### config.mk
export PLATFORM = sky130hd
export DESIGN_NAME = obi_periph_demux_flat
export DESIGN_NICKNAME = d
export VERILOG_FILES = /design/src/rtl/soc_pkg.sv /design/src/rtl/obi_periph_demux_if.sv /design/src/rtl/obi_err_sbr.sv /design/src/rtl/obi_periph_demux_chk.sv /design/src/rtl/obi_periph_demux.sv /design/src/flat_wrapper.sv
export SDC_FILE = /design/constraint.sdc
export NUM_CORES = 1
export LEC_CHECK = 0
export BUFFER_PORTS_ARGS = -buffer_cell sky130_fd_sc_hd__buf_2
export CAP_MARGIN = 20
export CORE_AREA = 2 2 352 354
export DETAILED_ROUTE_END_ITERATION = 12
export DIE_AREA = 0 0 354 356
export MAX_ROUTING_LAYER = met4
export SYNTH_ARGS = -nofsm -noshare
export SYNTH_HDL_FRONTEND = slang
export SYNTH_SLANG_ARGS = --single-unit
### constraint.sdc
create_clock -name clk_i -period 6.7 [get_ports clk_i]
set_clock_uncertainty 0.2 [all_clocks]
set_input_delay 0 -clock clk_i [delete_from_list [all_inputs] [get_ports clk_i]]
set_output_delay 0 -clock clk_i [all_outputs]
set_load 0.05 [all_outputs]
### src/rtl/soc_pkg.sv
// Shared SoC types for the data-side peripheral interconnect: OBI request and
// response structs, address-map rule type, the error-responder read pattern and
// the default six-rule peripheral map with its PMA attributes.
package soc_pkg;

  localparam int unsigned AidWidth = 4;

  localparam logic [31:0] ErrRdata = 32'hBADCAB1E;

  typedef struct packed {
    logic [31:0] idx;
    logic [31:0] start_addr;  // inclusive
    logic [31:0] end_addr;    // exclusive
  } addr_map_rule_t;

  typedef struct packed {
    logic [31:0]         addr;
    logic                we;
    logic [3:0]          be;
    logic [31:0]         wdata;
    logic [AidWidth-1:0] aid;
  } obi_a_chan_t;

  typedef struct packed {
    logic        req;
    obi_a_chan_t a;
  } sbr_obi_req_t;

  typedef struct packed {
    logic [31:0]         rdata;
    logic [AidWidth-1:0] rid;
    logic                err;
  } obi_r_chan_t;

  typedef struct packed {
    logic        gnt;
    logic        rvalid;
    obi_r_chan_t r;
  } sbr_obi_rsp_t;

  localparam int unsigned PeriphNumRules = 6;

  // Port 0 is the internal error responder, so rule indices start at 1.
  localparam addr_map_rule_t [PeriphNumRules-1:0] PeriphAddrMap = '{
    0: '{idx: 32'd1, start_addr: 32'h0000_0000, end_addr: 32'h1000_0000},  // flash
    1: '{idx: 32'd2, start_addr: 32'h1000_0000, end_addr: 32'h2000_0000},  // SRAM
    2: '{idx: 32'd3, start_addr: 32'h2000_0000, end_addr: 32'h3000_0000},  // PSRAM
    3: '{idx: 32'd4, start_addr: 32'h3000_0000, end_addr: 32'h3000_1000},  // UART0
    4: '{idx: 32'd5, start_addr: 32'h4000_0000, end_addr: 32'h4000_1000},  // fabric config
    5: '{idx: 32'd6, start_addr: 32'h5000_0000, end_addr: 32'h6000_0000}   // fabric
  };

  typedef struct packed {
    logic cacheable;
    logic executable;
  } pma_t;

  localparam pma_t [PeriphNumRules-1:0] PeriphPma = '{
    0: '{cacheable: 1'b1, executable: 1'b1},
    1: '{cacheable: 1'b1, executable: 1'b1},
    2: '{cacheable: 1'b1, executable: 1'b1},
    3: '{cacheable: 1'b0, executable: 1'b0},
    4: '{cacheable: 1'b0, executable: 1'b0},
    5: '{cacheable: 1'b0, executable: 1'b0}
  };

endpackage

### src/rtl/obi_periph_demux_if.sv
// Manager-side OBI link of the peripheral demux: one request struct from the
// crossbar and one response struct back to it.
interface obi_periph_demux_if
  import soc_pkg::*;
();
  sbr_obi_req_t req;
  sbr_obi_rsp_t rsp;

  modport master (output req, input rsp);
  modport slave  (input req, output rsp);
endinterface

### src/rtl/obi_err_sbr.sv
// OBI error subordinate: always ready, answers every accepted request one cycle
// later with err = 1, rdata = ErrRdata and the request's aid.
// Optional build macro OBI_DEMUX_ERR_CAPTURE_EN adds a sticky first-error
// address capture with a clear input.
module obi_err_sbr
  import soc_pkg::*;
(
  input  logic         clk_i,
  input  logic         rst_i,
  input  sbr_obi_req_t req_i,
  output sbr_obi_rsp_t rsp_o
`ifdef OBI_DEMUX_ERR_CAPTURE_EN
  ,
  output logic         err_valid_o,
  output logic [31:0]  err_addr_o,
  input  logic         err_clear_i
`endif
);

  logic                rvalid_r;
  logic [AidWidth-1:0] rid_r;

  // Response register: one response per accepted request, next cycle.
  always_ff @(posedge clk_i) begin
    if (rst_i) begin
      rvalid_r <= 1'b0;
      rid_r    <= '0;
    end else begin
      rvalid_r <= req_i.req;
      if (req_i.req) begin
        rid_r <= req_i.a.aid;
      end else begin
        rid_r <= rid_r;
      end
    end
  end

  // Grant is unconditional so the grant path has no dependency on req.
  always_comb begin
    rsp_o         = '0;
    rsp_o.gnt     = 1'b1;
    rsp_o.rvalid  = rvalid_r;
    rsp_o.r.rdata = ErrRdata;
    rsp_o.r.rid   = rid_r;
    rsp_o.r.err   = 1'b1;
  end

`ifdef OBI_DEMUX_ERR_CAPTURE_EN
  logic        err_valid_r;
  logic [31:0] err_addr_r;

  // First-error capture; clear wins over a capture in the same cycle.
  always_ff @(posedge clk_i) begin
    if (rst_i) begin
      err_valid_r <= 1'b0;
      err_addr_r  <= 32'h0000_0000;
    end else if (err_clear_i) begin
      err_valid_r <= 1'b0;
    end else if (req_i.req && !err_valid_r) begin
      err_valid_r <= 1'b1;
      err_addr_r  <= req_i.a.addr;
    end else begin
      err_valid_r <= err_valid_r;
    end
  end

  assign err_valid_o = err_valid_r;
  assign err_addr_o  = err_addr_r;

  logic unused_req_s;
  assign unused_req_s = ^{req_i.a.we, req_i.a.be, req_i.a.wdata};
`else
  logic unused_req_s;
  assign unused_req_s = ^{req_i.a.addr, req_i.a.we, req_i.a.be, req_i.a.wdata};
`endif

endmodule

### src/rtl/obi_periph_demux_chk.sv
// Property checker for the outstanding-transaction counter: a response must
// never retire while nothing is outstanding.
module obi_periph_demux_chk (
  input logic clk_i,
  input logic rst_i,
  input logic dec_i,
  input logic cnt_zero_i
);

  // Response retiring with an empty counter would underflow it.
  no_underflow_a: assert property (@(posedge clk_i) disable iff (rst_i) !(dec_i && cnt_zero_i));

endmodule

### src/rtl/obi_periph_demux.sv
// OBI address-decoding demux from the data-side crossbar to the peripheral
// subordinates. Requests and responses are combinational; an outstanding
// counter plus the last granted target keep responses in order by refusing a
// new target until the previous one has drained. Port 0 is never driven: the
// internal obi_err_sbr answers unmapped addresses.
// Optional build macro OBI_DEMUX_ERR_CAPTURE_EN exposes the error capture ports.
module obi_periph_demux
  import soc_pkg::*;
#(
  parameter int unsigned                    NumRules = 6,
  parameter int unsigned                    NumSbr   = 7,
  parameter int unsigned                    MaxTrans = 4,
  parameter addr_map_rule_t [NumRules-1:0]  AddrMap  = '0
) (
  input  logic                       clk_i,
  input  logic                       rst_i,
  obi_periph_demux_if.slave          mgr,
  output sbr_obi_req_t [NumSbr-1:0]  sbr_req_o,
  input  sbr_obi_rsp_t [NumSbr-1:0]  sbr_rsp_i,
  output logic                       busy_o
`ifdef OBI_DEMUX_ERR_CAPTURE_EN
  ,
  output logic                       err_valid_o,
  output logic [31:0]                err_addr_o,
  input  logic                       err_clear_i
`endif
);

  localparam int unsigned CntWidth = $clog2(MaxTrans + 1);
  localparam int unsigned SelWidth = (NumSbr > 1) ? $clog2(NumSbr) : 1;

  typedef logic [SelWidth-1:0] sel_t;

  // Lowest-indexed matching rule wins; no match selects the error responder.
  function automatic sel_t decode(input logic [31:0] addr);
    sel_t s;
    logic hit;
    s   = '0;
    hit = 1'b0;
    for (int i = 0; i < NumRules; i++) begin
      if (!hit && (addr >= AddrMap[i].start_addr) && (addr < AddrMap[i].end_addr)) begin
        s   = AddrMap[i].idx[SelWidth-1:0];
        hit = 1'b1;
      end
    end
    return s;
  endfunction

  logic [CntWidth-1:0] cnt_r;
  sel_t                cur_sel_r;
  sel_t                sel_s;
  logic                stall_s;
  logic                sel_gnt_s;
  logic                gnt_s;
  logic                inc_s;
  logic                dec_s;
  sbr_obi_req_t        err_req_s;
  sbr_obi_rsp_t        err_rsp_s;
  sbr_obi_rsp_t        cur_rsp_s;
  sbr_obi_rsp_t        mgr_rsp_s;

  // Decode, stall, request fan-out and response mux.
  always_comb begin
    sel_s     = decode(mgr.req.a.addr);
    cur_rsp_s = err_rsp_s;
    sel_gnt_s = err_rsp_s.gnt;
    for (int k = 1; k < NumSbr; k++) begin
      if (cur_sel_r == sel_t'(k)) begin
        cur_rsp_s = sbr_rsp_i[k];
      end
      if (sel_s == sel_t'(k)) begin
        sel_gnt_s = sbr_rsp_i[k].gnt;
      end
    end
    // A response retiring this cycle frees a slot, so a full counter does not
    // stall then; switching targets still waits for a fully drained counter.
    stall_s = ((cnt_r == CntWidth'(MaxTrans)) && !cur_rsp_s.rvalid) ||
              ((cnt_r != '0) && (sel_s != cur_sel_r));
    gnt_s   = mgr.req.req && sel_gnt_s && !stall_s;
    inc_s   = gnt_s;
    dec_s   = cur_rsp_s.rvalid;

    sbr_req_o = '0;
    for (int k = 1; k < NumSbr; k++) begin
      sbr_req_o[k].a   = mgr.req.a;
      sbr_req_o[k].req = mgr.req.req && !stall_s && (sel_s == sel_t'(k));
    end
    err_req_s     = '0;
    err_req_s.a   = mgr.req.a;
    err_req_s.req = mgr.req.req && !stall_s && (sel_s == '0);

    mgr_rsp_s        = '0;
    mgr_rsp_s.gnt    = gnt_s;
    mgr_rsp_s.rvalid = cur_rsp_s.rvalid;
    mgr_rsp_s.r      = cur_rsp_s.r;
  end

  assign mgr.rsp = mgr_rsp_s;
  assign busy_o  = (cnt_r != '0);

  // Outstanding counter and the target that owns the outstanding responses.
  always_ff @(posedge clk_i) begin
    if (rst_i) begin
      cnt_r     <= '0;
      cur_sel_r <= '0;
    end else begin
      if (inc_s && !dec_s) begin
        cnt_r <= cnt_r + CntWidth'(1);
      end else if (dec_s && !inc_s) begin
        cnt_r <= cnt_r - CntWidth'(1);
      end else begin
        cnt_r <= cnt_r;
      end
      if (inc_s) begin
        cur_sel_r <= sel_s;
      end else begin
        cur_sel_r <= cur_sel_r;
      end
    end
  end

  obi_err_sbr u_err_sbr (
    .clk_i       (clk_i),
    .rst_i       (rst_i),
    .req_i       (err_req_s),
    .rsp_o       (err_rsp_s)
`ifdef OBI_DEMUX_ERR_CAPTURE_EN
    ,
    .err_valid_o (err_valid_o),
    .err_addr_o  (err_addr_o),
    .err_clear_i (err_clear_i)
`endif
  );

  obi_periph_demux_chk u_chk (
    .clk_i      (clk_i),
    .rst_i      (rst_i),
    .dec_i      (dec_s),
    .cnt_zero_i (cnt_r == '0)
  );

  logic unused_rsp0_s;
  assign unused_rsp0_s = ^sbr_rsp_i[0];

endmodule

### src/flat_wrapper.sv
// flat-port wrapper written by rule: the top's interface ports become plain ports
module obi_periph_demux_flat import soc_pkg::*;
#(
  parameter int unsigned                    NumRules = 6,
  parameter int unsigned                    NumSbr   = 7,
  parameter int unsigned                    MaxTrans = 4,
  parameter addr_map_rule_t [NumRules-1:0]  AddrMap  = '0
)
  (clk_i, rst_i, sbr_req_o, sbr_rsp_i, busy_o, mgr_req, mgr_rsp);
  obi_periph_demux_if mgr_i ();
  input  logic clk_i;
  input  logic rst_i;
  output sbr_obi_req_t [NumSbr-1:0] sbr_req_o;
  input  sbr_obi_rsp_t [NumSbr-1:0] sbr_rsp_i;
  output logic busy_o;
  input wire logic [$bits(mgr_i.req)-1:0] mgr_req;
  output wire logic [$bits(mgr_i.rsp)-1:0] mgr_rsp;
  assign mgr_i.req = mgr_req;
  assign mgr_rsp = mgr_i.rsp;
  obi_periph_demux #(.NumRules(NumRules), .NumSbr(NumSbr), .MaxTrans(MaxTrans), .AddrMap(AddrMap)) u_core (.clk_i(clk_i), .rst_i(rst_i), .mgr(mgr_i), .sbr_req_o(sbr_req_o), .sbr_rsp_i(sbr_rsp_i), .busy_o(busy_o));
endmodule
**After elaboration in Yosys (flattened, before gate mapping)**

Index checks and enable logic that the tools add are counted.

- Bits in registers: 8
- Input bits: 349
- Output and inout bits: 558
- Logic and storage cells: 17

- $add $sub $neg: 2
- Mux-type cells: 2
- Reduce and logical (&&, ||, !) cells: 9
- Eq/ne operators: 1

Operators with widths:

| cell | number |
|---|---|
| 3-bit two-way mux | 2 |
| 1-bit logical AND | 4 |
| 3-bit by 1-bit adder with 3-bit output (second input constant) | 1 |
| 3-bit == test (second input constant) | 1 |
| 1-bit zero test | 3 |
| 3-bit nonzero test | 1 |
| 3-bit by 1-bit subtractor with 3-bit output (second input constant) | 1 |
| 2-bit nonzero test | 1 |

**Logic depth before layout (Yosys ltp)**

Gate-level depths: netlist (run 1).

- Word-level depth: 8
- Gate-level depth with buffers: 8
- Depth with buffers taken out: 8

**Cells and area by module**

From an unflattened synthesis (run 1), not the netlist that was laid out.

- Cells, all modules: 592
- Area total of the unflattened synthesis: 4520.6 um^2

Modules (own cells, without submodules):

| module | sequential area each (um^2) | area each (um^2) | instances | cells an instance |
|---|---|---|---|---|
| obi_periph_demux | 60.1 | 4077.7 | 1 | 540 |
| obi_err_sbr | 100.1 | 442.9 | 1 | 52 |

**Worst setup path before layout (run 1)**

No wires, ideal clock.

- Path type: register to register
- Start: reg u_core.cnt_r[0]
- End: reg u_core.cnt_r[2]
- Required time: 6.430 ns
- Path slack: 4.474 ns
- Arrival: 1.956 ns
- Clock period less this slack: 2.226 ns
- Setup time: 0.070 ns
- Path buffers: 0
- Stages on the path, launching flop included: 9
- Path through: dfxtp_1 -> nor2_1 -> a31oi_4 -> ha_1 -> inv_1 -> fa_1 -> xor2_1 -> or3_1 -> a21oi_1

- Cells in the longest elaborated chain, start to end: 7
- Elaborated cells on any way between the ends: 12
- Classes of those cells: add/sub (2); eq/ne (1); mux (2); reduce/logical (7)

Ends and longest elaborated chain:

| element | RTL line | RTL |
|---|---|---|
| start, declared | obi_periph_demux.sv:49 | `logic [CntWidth-1:0] cnt_r;` |
| start signal, assigned | obi_periph_demux.sv:108 | `cnt_r <= cnt_r + CntWidth'(1);` |
| start signal, assigned | obi_periph_demux.sv:110 | `cnt_r <= cnt_r - CntWidth'(1);` |
| start signal, assigned | obi_periph_demux.sv:112 | `cnt_r <= cnt_r;` |
| 3-bit == test * | obi_periph_demux.sv:77 | `stall_s = ((cnt_r == CntWidth'(MaxTrans)) && !cur_rsp_s.rvalid) \|\|` |
| 1-bit logical AND * | obi_periph_demux.sv:77 |  |
| 1-bit zero test * | obi_periph_demux.sv:79 | `gnt_s = mgr.req.req && sel_gnt_s && !stall_s;` |
| 1-bit logical AND * | obi_periph_demux.sv:79 |  |
| via u_core.gnt_s | obi_periph_demux.sv:54 | `logic gnt_s;` |
| 1-bit zero test | obi_periph_demux.sv:109 | `end else if (dec_s && !inc_s) begin` |
| 1-bit logical AND | obi_periph_demux.sv:109 |  |
| 2-bit nonzero test (no source line) | - |  |

The timed path passes the listed nets; every way through them passes the cells marked *. The select of a mux whose other input is x is not followed.
A chain may end at the register's enable or synchronous reset.

**Worst setup path after layout (run 1)**

- Start: reg u_core.cnt_r[0]
- End: reg u_core.cnt_r[2]

- Cells in the longest elaborated chain, start to end: 7
- Elaborated cells on any way between the ends: 12
- Classes of those cells: add/sub (2); eq/ne (1); mux (2); reduce/logical (7)

Ends and longest elaborated chain:

| element |
|---|
| branches (longest 7 deep; another with 3-bit by 1-bit subtractor with 3-bit output) |

Several ways; the timed one is not identified. The select of a mux whose other input is x is not followed.

==> flow_summary_export.csv, run 1 <==
group,metric,value,unit
layout,final_nets,618,
timing,setup-tns-final,0,ns
hold_path,hold_path_class,"in2out",
job,cap_violations,0,
worst_setup_path,critPathCaptureType,"flop",
layout,diodes,0,
routing,viasPerCell,0.814,
clock_tree,clockBufferDepth,2,
synth,syn_avg_cell_area,7.67,sq um
worst_setup_path,crit_family,"adder cells",
clock_tree,insertion_delay,0.23,ns
clock_tree,cts_root_buf,"clkbuf_16",
synth,ys_types,16,
layout,area_delta_synth_final,11.6,%
layout,multi_input_area,636,sq um
die,die_area,126000,sq um
timing,hold_slack,0.0128,ns
placement,port_buffers,37,
routing,wl_per_cell,10.6,microns
die,start_util,3.71,%
worst_setup_path,cpMaxStageDelayCell,"dfxtp_1",
routing,dr.first_iter.drc_count,13,
hold_path,hp-start,"mgr_req[30]",
worst_setup_path,critical_path_required,6.66,ns
routing,drt-pass1-iter-count,4,
clock_tree,ctsHtreeMaxLevel,1,
layout,drive_gt1_share,41.5,%
routing,dr_total_vias,1548,
timing,period_share,37.1,%
synth,postSynthRegisterBits,8,
global_route,grt_max_degree,13,
die,chipWidth,354,microns
synth,synth-warning-count,0,
die,die_y,356,microns
die,io_pins,907,
worst_setup_path,path_cells,"nor2_1 > a31oi_4 > ha_1 > inv_1 > fa_1 > xor2_1 > or3_1 > a21oi_1",
layout,final_cell_mix,"conb_1, buf_16, buf_2",
synth,synthCells,593,
die,coreArea,123000,sq um
global_route,grt_pass1_wl,22600,microns
power_and_ir_drop,max-vdd-ir-drop,0.282,mV
layout,seq_area,160,sq um
worst_setup_path,worstReg2RegEnd,"u_core.cnt_r[2]$_SDFFE_PP0P_",
routing,wirelength,20200,microns
placement,place_congestion,0.518,
layout,layout_commonest_cell,"conb_1",
synth,synth_area,4550,sq um
global_route,first_global_vias,1431,
timing,max_freq,0.402,GHz
worst_setup_path,critPathLaunchType,"flop",
worst_setup_path,cp_max_fo,7,
clock_tree,cts_setup_buffers,0,
synth,synth-seq-area-share,3.52,%
worst_setup_path,critical_path_cell_count,8,
worst_setup_path,crit_type,"reg2reg",
clock_tree,cts_buffers,3,
clock_tree,clkSlewWorstSetupHoldPaths,0.04,ns
routing,ant_nets,0,
hold_path,whs_path_depth,1,
routing,drc,0,
worst_setup_path,worstRegToRegCells,8,
worst_setup_path,worstSetupEndpoint,"u_core.cnt_r[2]$_SDFFE_PP0P_",
power_and_ir_drop,leakage,1.62,nW
timing,fin_crit,2.49,ns
die,row_count,129,
layout,fillCellCount,14528,
worst_setup_path,path_buf_inv,1,
clock_tree,cts_tree,"yes",
clock_tree,cts.sinks,8,
power_and_ir_drop,p_per_area,220,nW/um^2
worst_setup_path,timing.reg2reg.setup_slack,4.21,ns
global_route,antenna_found_initial,0,
status,status,"complete, no violations",
worst_setup_path,max_stage_delay,0.42,ns
timing,rsz0062_at_grt,"no",
global_route,grtUsageTotal,3.02,%
timing,drv_slew,0,
global_route,overflow,0,
worst_setup_path,crit_start,"u_core.cnt_r[0]$_SDFFE_PP0P_",
worst_setup_path,r2r_start,"u_core.cnt_r[0]$_SDFFE_PP0P_",
timing,final_hold_viol_count,0,
worst_setup_path,arrival,2.45,ns
timing,setup_viol,0,
placement,hpwl,18100,microns
report_power, final:
group          switching, mW  internal, mW
combinational          0.788         0.157
clock                 0.0241        0.0770
sequential            0.0126        0.0589
cell type report:
cell class | count | share of cell area (%)
Inverter | 3 | 0.222
Clock buffer | 3 | 1.48
Timing Repair Buffer | 112 | 42.3
Multi-Input combinational cell | 139 | 12.5
Tap cell | 1637 | 40.4
Sequential cell | 8 | 3.16
cells in the mapped netlist, drive strengths merged:
cell type / count / share of area, %
o21ai: 1 / 0.11
mux2i: 5 / 1.1
nor2b: 1 / 0.14
fa: 1 / 0.44
clkbuf: 1 / 0.082
ha: 1 / 0.28
conb: 2 / 0.17
inv: 3 / 0.25
xor2: 2 / 0.39
nand2b: 8 / 1.1
dfxtp: 8 / 3.5
buf: 553 / 91
or3: 2 / 0.28
a31oi: 1 / 0.47
a21oi: 1 / 0.11
nor2: 3 / 0.25
worst reg2reg max path: stages (launching register included):
cell     delay (ns)
dfxtp_1        0.42
nor2_1         0.12
a31oi_4        0.36
ha_1           0.27
inv_1          0.07
fa_1           0.39
xor2_1         0.16
or3_1          0.30
a21oi_1        0.14
stage by stage:
stage	instance area [sq um]	setup slack [ns]	instances	utilization, %	power (mW)
finish	5070	4.21	1902	4.14	1.12
global route	5070	4.06	1902	4.14	1.16
CTS	5070	4.21	1902	4.14	1.13
detailed placement	3040	4.24	1824	2.48	0.342
global placement	3040	4.34	1824	2.48	0.337
floorplan	4960	4.47	704	-	1.04
logic make-up after synthesis:
logic type	share of synthesized area [%]
other	0.165
and+or+nand+nor	1.76
adders and majority gates	0.716
muxes	1.10
DFF	3.52
AOI/OAI and AO/OA	0.688
xor gates and xnor gates	0.385
buffers and inverters	91.7
per-layer routing:
layer	up-vias	routed length (microns)	global-route usage [%]
met4	0	703	0.958
met3	32	6420	3.96
met5	-	0	-
met1	572	3890	1.72
met2	459	9230	4.88
li1	485	-	-
registers in the layout, summed over array words and instances, names as in the netlist:
name / flops
u_core.u_err_sbr.rid_r: 4
u_core.u_err_sbr.rvalid_r: 1
u_core.cnt_r: 3
how the worst min path moves through the flow:
| stage | endpoint |
|---|---|
| after floorplan | u_core.u_err_sbr.rid_r[0]$_SDFFE_PP0P_ |
| after global routing | sbr_req_o[474] |
| final | sbr_req_o[474] |
| after CTS | sbr_req_o[98] |
| after global placement | sbr_req_o[382] |
| after detailed placement | sbr_req_o[382] |
timing repair:
| item | in CTS | in global routing |
|---|---|---|
| endpoints found under the hold margin | 422 | 0 |
| hold buffers | 75 | 0 |
| gates resized for setup | 0 | 0 |
No activity file was read; power rests on OpenSTA's default activity.
==> run 2: changes to the inputs <==
CORE_AREA = 2 2 354 356   (was 2 2 352 354)
DIE_AREA = 0 0 356 358   (was 0 0 354 356)
clock period = 2.5 ns   (was 6.7 ns; I/O delays follow)
==> flow_summary_export.csv, run 2 (synthesis results as in run 1) <==
group,metric,value,unit
placement,place_congestion,0.518,
layout,top_register,"u_core.u_err_sbr.rid_r",
clock_tree,cts_resized,0,
worst_setup_path,path_cells,"nor2_1 > a31oi_4 > ha_1 > inv_1 > fa_1 > xor2_1 > or3_1 > a21oi_1",
routing,drt-pass1-iter-count,4,
worst_setup_path,crit_type,"reg2reg",
layout,area_delta_synth_final,11.6,%
worst_setup_path,path_buf_inv,1,
timing,fin_crit,2.23,ns
clock_tree,cts_tree,"yes",
layout,final_nets,618,
layout,drive_gt1_share,41.9,%
global_route,first_global_vias,1321,
routing,routed-wl-met3,7680,microns
routing,viasPerCell,0.802,
worst_setup_path,critical_path_required,2.46,ns
clock_tree,cts_buffers,3,
clock_tree,clkSlewWorstSetupHoldPaths,0.04,ns
layout,largest_register_ffs,4,
timing,hold_slack,-0.00602,ns
layout,final_cell_mix,"conb_1, buf_16, buf_2",
global_route,antenna_found_initial,0,
placement,port_buffers,37,
die,row_count,129,
layout,fin_area,5070,sq um
timing,setup-tns-final,0,ns
worst_setup_path,max_stage_delay,0.41,ns
timing,drv_slew,0,
clock_tree,clockBufferDepth,2,
routing,dr.first_iter.drc_count,25,
layout,instances_no_fill,1902,
global_route,grt_pass1_wl,22600,microns
layout,top_regs,"u_core.u_err_sbr.rid_r (4), u_core.cnt_r (3), u_core.u_err_sbr.rvalid_r (1)",
worst_setup_path,crit_family,"adder cells",
clock_tree,cts.sinks,8,
worst_setup_path,arrival,2.19,ns
die,start_util,3.69,%
timing,period_share,89.1,%
timing,rsz0062_at_grt,"no",
power_and_ir_drop,p_per_area,592,nW/um^2
global_route,grtUsageTotal,3.05,%
die,die_area,127000,sq um
routing,met2WireLength,9490,microns
timing,final_hold_viol_count,1,
layout,diodes,0,
worst_setup_path,critPathCaptureType,"flop",
routing,wirelength,20800,microns
power_and_ir_drop,leakage,1.62,nW
routing,dr_total_vias,1525,
global_route,overflow,0,
hold_path,hold_path_class,"in2out",
timing,max_freq,0.449,GHz
die,die_y,358,microns
job,cap_violations,0,
placement,post_dp_cell_area,3050,sq um
worst_setup_path,critPathLaunchType,"flop",
worst_setup_path,cpMaxStageDelayCell,"dfxtp_1",
routing,ant_nets,0,
layout,layout_commonest_cell,"conb_1",
die,chipWidth,356,microns
routing,top_layer_used,"met4",
routing,met1Wirelength,3100,microns
die,io_pins,907,
power_and_ir_drop,power,3.01,mW
clock_tree,cts_root_buf,"clkbuf_16",
placement,dp_cells,1825,
worst_setup_path,cp_max_fo,4,
clock_tree,insertion_delay,0.23,ns
status,status,"complete, but fails checks",
routing,drc,0,
clock_tree,ctsHtreeMaxLevel,1,
power_and_ir_drop,max-vdd-ir-drop,0.460,mV
global_route,grt_max_degree,13,
status,violations,"hold timing",
timing,setup_viol,0,
routing,wl_per_cell,10.9,microns
placement,hpwl,19000,microns
die,coreArea,123000,sq um
==> run 2: path summary, 6_finish.rpt <==
path / startpoint / to / slack [ns] / cells past startpoint
hold / removal: mgr_req[47] / sbr_req_o[491] / -0.006 / 1
hold reg to reg: u_core.u_err_sbr.rid_r[0]$_SDFFE_PP0P_ / u_core.u_err_sbr.rid_r[0]$_SDFFE_PP0P_ / 0.27 / 2
setup reg to reg: u_core.cnt_r[0]$_SDFFE_PP0P_ / u_core.cnt_r[2]$_SDFFE_PP0P_ / 0.27 / 8
setup / recovery: u_core.cnt_r[0]$_SDFFE_PP0P_ / u_core.cnt_r[2]$_SDFFE_PP0P_ / 0.27 / 8
==> run 2: area by class of cell <==
cell class / instances / area [sq um]
Timing Repair Buffer: 112 / 2140
Clock buffer: 3 / 75.1
Tap cell: 1637 / 2050
Inverter: 3 / 11.3
Sequential cell: 8 / 160
Fill cell: 14629 / 118000
Multi-Input combinational cell: 139 / 636
==> run 2: what timing repair did <==
item                      CTS  global route
hold buffers               74             0
hold endpoints to repair  422             0
buffers inserted            0             0
==> run 2: through the flow <==
| stage | util, % | worst slack [ns] |
|---|---|---|
| floorplan | - | 0.274 |
| global placement | 2.47 | 0.354 |
| detailed placement | 2.47 | 0.250 |
| CTS | 4.11 | 0.247 |
| global route | 4.11 | 0.127 |
| finish | 4.11 | 0.273 |
==> run 2: layer usage <==
layer | global-route usage, % | vias to the layer above
li1 | - | 484
met1 | 1.36 | 551
met2 | 4.88 | 469
met3 | 4.80 | 21
met4 | 0.810 | 0
met5 | - | -
==> run 2: worst register-to-register path, stage by stage (launching register included) <==
cell	delay, ns
dfxtp_1	0.41
nor2_1	0.11
a31oi_4	0.19
ha_1	0.20
inv_1	0.06
fa_1	0.37
xor2_1	0.16
or3_1	0.30
a21oi_1	0.16
==> run 2: power breakdown <==
group          switching, mW  internal, mW  total, mW
Combinational           2.12         0.421       2.54
Sequential            0.0309         0.158      0.189
Clock                 0.0651         0.206      0.271
Total                   2.22         0.785       3.01
==> run 3: changes to the inputs <==
CTS_BUF_LIST = sky130_fd_sc_hd__clkbuf_2   (was default)
==> flow_summary_export.csv, run 3 (synthesis results as in run 1) <==
group,metric,value,unit
timing,period_share,89.7,%
clock_tree,cts_setup_buffers,0,
worst_setup_path,timing.reg2reg.setup_slack,0.26,ns
global_route,grt_max_degree,13,
clock_tree,cts_root_buf,"clkbuf_2",
power_and_ir_drop,clkPwrFrac,2.6,%
routing,drc,0,
power_and_ir_drop,p_sw_share,78.3,%
clock_tree,ctsHtreeMaxLevel,1,
placement,post_dp_cell_area,3050,sq um
timing,setup-tns-final,0,ns
layout,top_regs,"u_core.u_err_sbr.rid_r (4), u_core.cnt_r (3), u_core.u_err_sbr.rvalid_r (1)",
clock_tree,cts.sinks,8,
worst_setup_path,critPathCaptureType,"flop",
layout,area_delta_synth_final,10.3,%
placement,hpwl,19000,microns
worst_setup_path,arrival,2.20,ns
layout,final_nets,618,
routing,wl_per_cell,10.9,microns
timing,fin_crit,2.24,ns
layout,final_cell_mix,"conb_1, buf_16, buf_2",
global_route,grtUsageTotal,3.03,%
die,start_util,3.69,%
clock_tree,insertion_delay,0.23,ns
timing,drv_slew,0,
worst_setup_path,cpMaxStageDelayCell,"dfxtp_1",
clock_tree,clockBufferDepth,2,
layout,post-route-util,4.06,%
timing,max_freq,0.446,GHz
die,coreArea,123000,sq um
routing,dr_total_vias,1525,
power_and_ir_drop,max-vdd-ir-drop,0.302,mV
timing,setup_viol,0,
layout,top_register,"u_core.u_err_sbr.rid_r",
layout,drive_gt1_share,41.9,%
job,cap_violations,0,
timing,rsz0062_at_grt,"no",
power_and_ir_drop,p_int,0.610,mW
power_and_ir_drop,p_per_area,560,nW/um^2
layout,largest_register_ffs,4,
worst_setup_path,critPathLaunchType,"flop",
layout,instances_no_fill,1902,
routing,drt-pass1-iter-count,4,
placement,place_congestion,0.518,
routing,ant_nets,0,
die,chipWidth,356,microns
worst_setup_path,max_stage_delay,0.42,ns
hold_path,hold_path_class,"in2out",
power_and_ir_drop,power,2.81,mW
layout,fin_area,5010,sq um
global_route,antenna_found_initial,0,
worst_setup_path,path_cells,"nor2_1 > a31oi_4 > ha_1 > inv_1 > fa_1 > xor2_1 > or3_1 > a21oi_1",
power_and_ir_drop,power_frac_comb,90.7,%
power_and_ir_drop,p_sw,2.20,mW
clock_tree,cts_tree,"yes",
placement,preCtsSetupSlack,0.250,ns
clock_tree,cts_buffers,3,
worst_setup_path,cp_max_fo,4,
status,violations,"hold timing",
timing,fin_ws,0.256,ns
timing,final_hold_viol_count,1,
global_route,grt_pass1_wl,22500,microns
layout,fillCellCount,14635,
die,die_y,358,microns
routing,wirelength,20800,microns
routing,dr.first_iter.drc_count,34,
placement,dp_cells,1825,
clock_tree,clkSlewWorstSetupHoldPaths,0.07,ns
worst_setup_path,path_buf_inv,1,
layout,layout_commonest_cell,"conb_1",
global_route,overflow,0,
power_and_ir_drop,seq_power_share,6.7,%
power_and_ir_drop,leakage,1.60,nW
layout,diodes,0,
timing,hold_slack,-0.00587,ns
worst_setup_path,crit_type,"reg2reg",
die,die_area,127000,sq um
worst_setup_path,critical_path_required,2.46,ns
placement,port_buffers,37,
global_route,first_global_vias,1300,
die,row_count,129,
routing,viasPerCell,0.802,
status,status,"complete, but fails checks",
worst_setup_path,crit_family,"adder cells",
die,io_pins,907,
-- run 3: cell count changes in the layout (fill, tap and decap cells not counted) --
cell       before  now
clkbuf_2        0    3
clkbuf_16       3    0
-- run 3: routing by layer --
| metal | GRT usage, % | wire (microns) | vias to the layer above |
|---|---|---|---|
| li1 | - | - | 484 |
| met1 | 1.35 | 3090 | 550 |
| met2 | 4.88 | 9510 | 471 |
| met3 | 4.79 | 7680 | 20 |
| met4 | 0.684 | 502 | 0 |
| met5 | - | 0 | - |
-- run 3: path summary, 6_finish.rpt --
path	startpoint	to	depth (start not counted)
max reg2reg	u_core.cnt_r[0]$_SDFFE_PP0P_	u_core.cnt_r[2]$_SDFFE_PP0P_	8
max	u_core.cnt_r[0]$_SDFFE_PP0P_	u_core.cnt_r[2]$_SDFFE_PP0P_	8
min	mgr_req[47]	sbr_req_o[491]	1
min reg2reg	u_core.u_err_sbr.rid_r[1]$_SDFFE_PP0P_	u_core.u_err_sbr.rid_r[1]$_SDFFE_PP0P_	2
-- run 3: layout make-up --
type,count,area (sq um),share of cell area (%)
well taps,1637,2050,40.9
multi-input cells,139,636,12.7
flip-flops and latches,8,160,3.20
inverters,3,11.3,0.225
clock buffers,3,15.0,0.300
repair buffers,112,2140,42.7
-- run 3: power groups by stage --
stage / clock network, mW / logic (mW) / registers [mW]
6_report: 0.0737 / 2.55 / 0.188
5_1_grt: 0.0836 / 2.65 / 0.194
4_1_cts: 0.0775 / 2.58 / 0.189
3_5_place_dp: 0 / 0.732 / 0.191
3_3_place_gp: 0 / 0.727 / 0.188
2_1_floorplan: 0 / 2.57 / 0.210
-- run 3: what timing repair did --
action / in CTS / in global routing
resized for setup: 0 / 0
hold buffers: 74 / 0
endpoints found under the hold margin: 422 / 0
-- run 3: worst reg2reg max path: stages, from the launching register on --
cell and delay, ns:
dfxtp_1 0.42, nor2_1 0.11, a31oi_4 0.19, ha_1 0.20, inv_1 0.06, fa_1 0.37
xor2_1 0.16, or3_1 0.30, a21oi_1 0.16
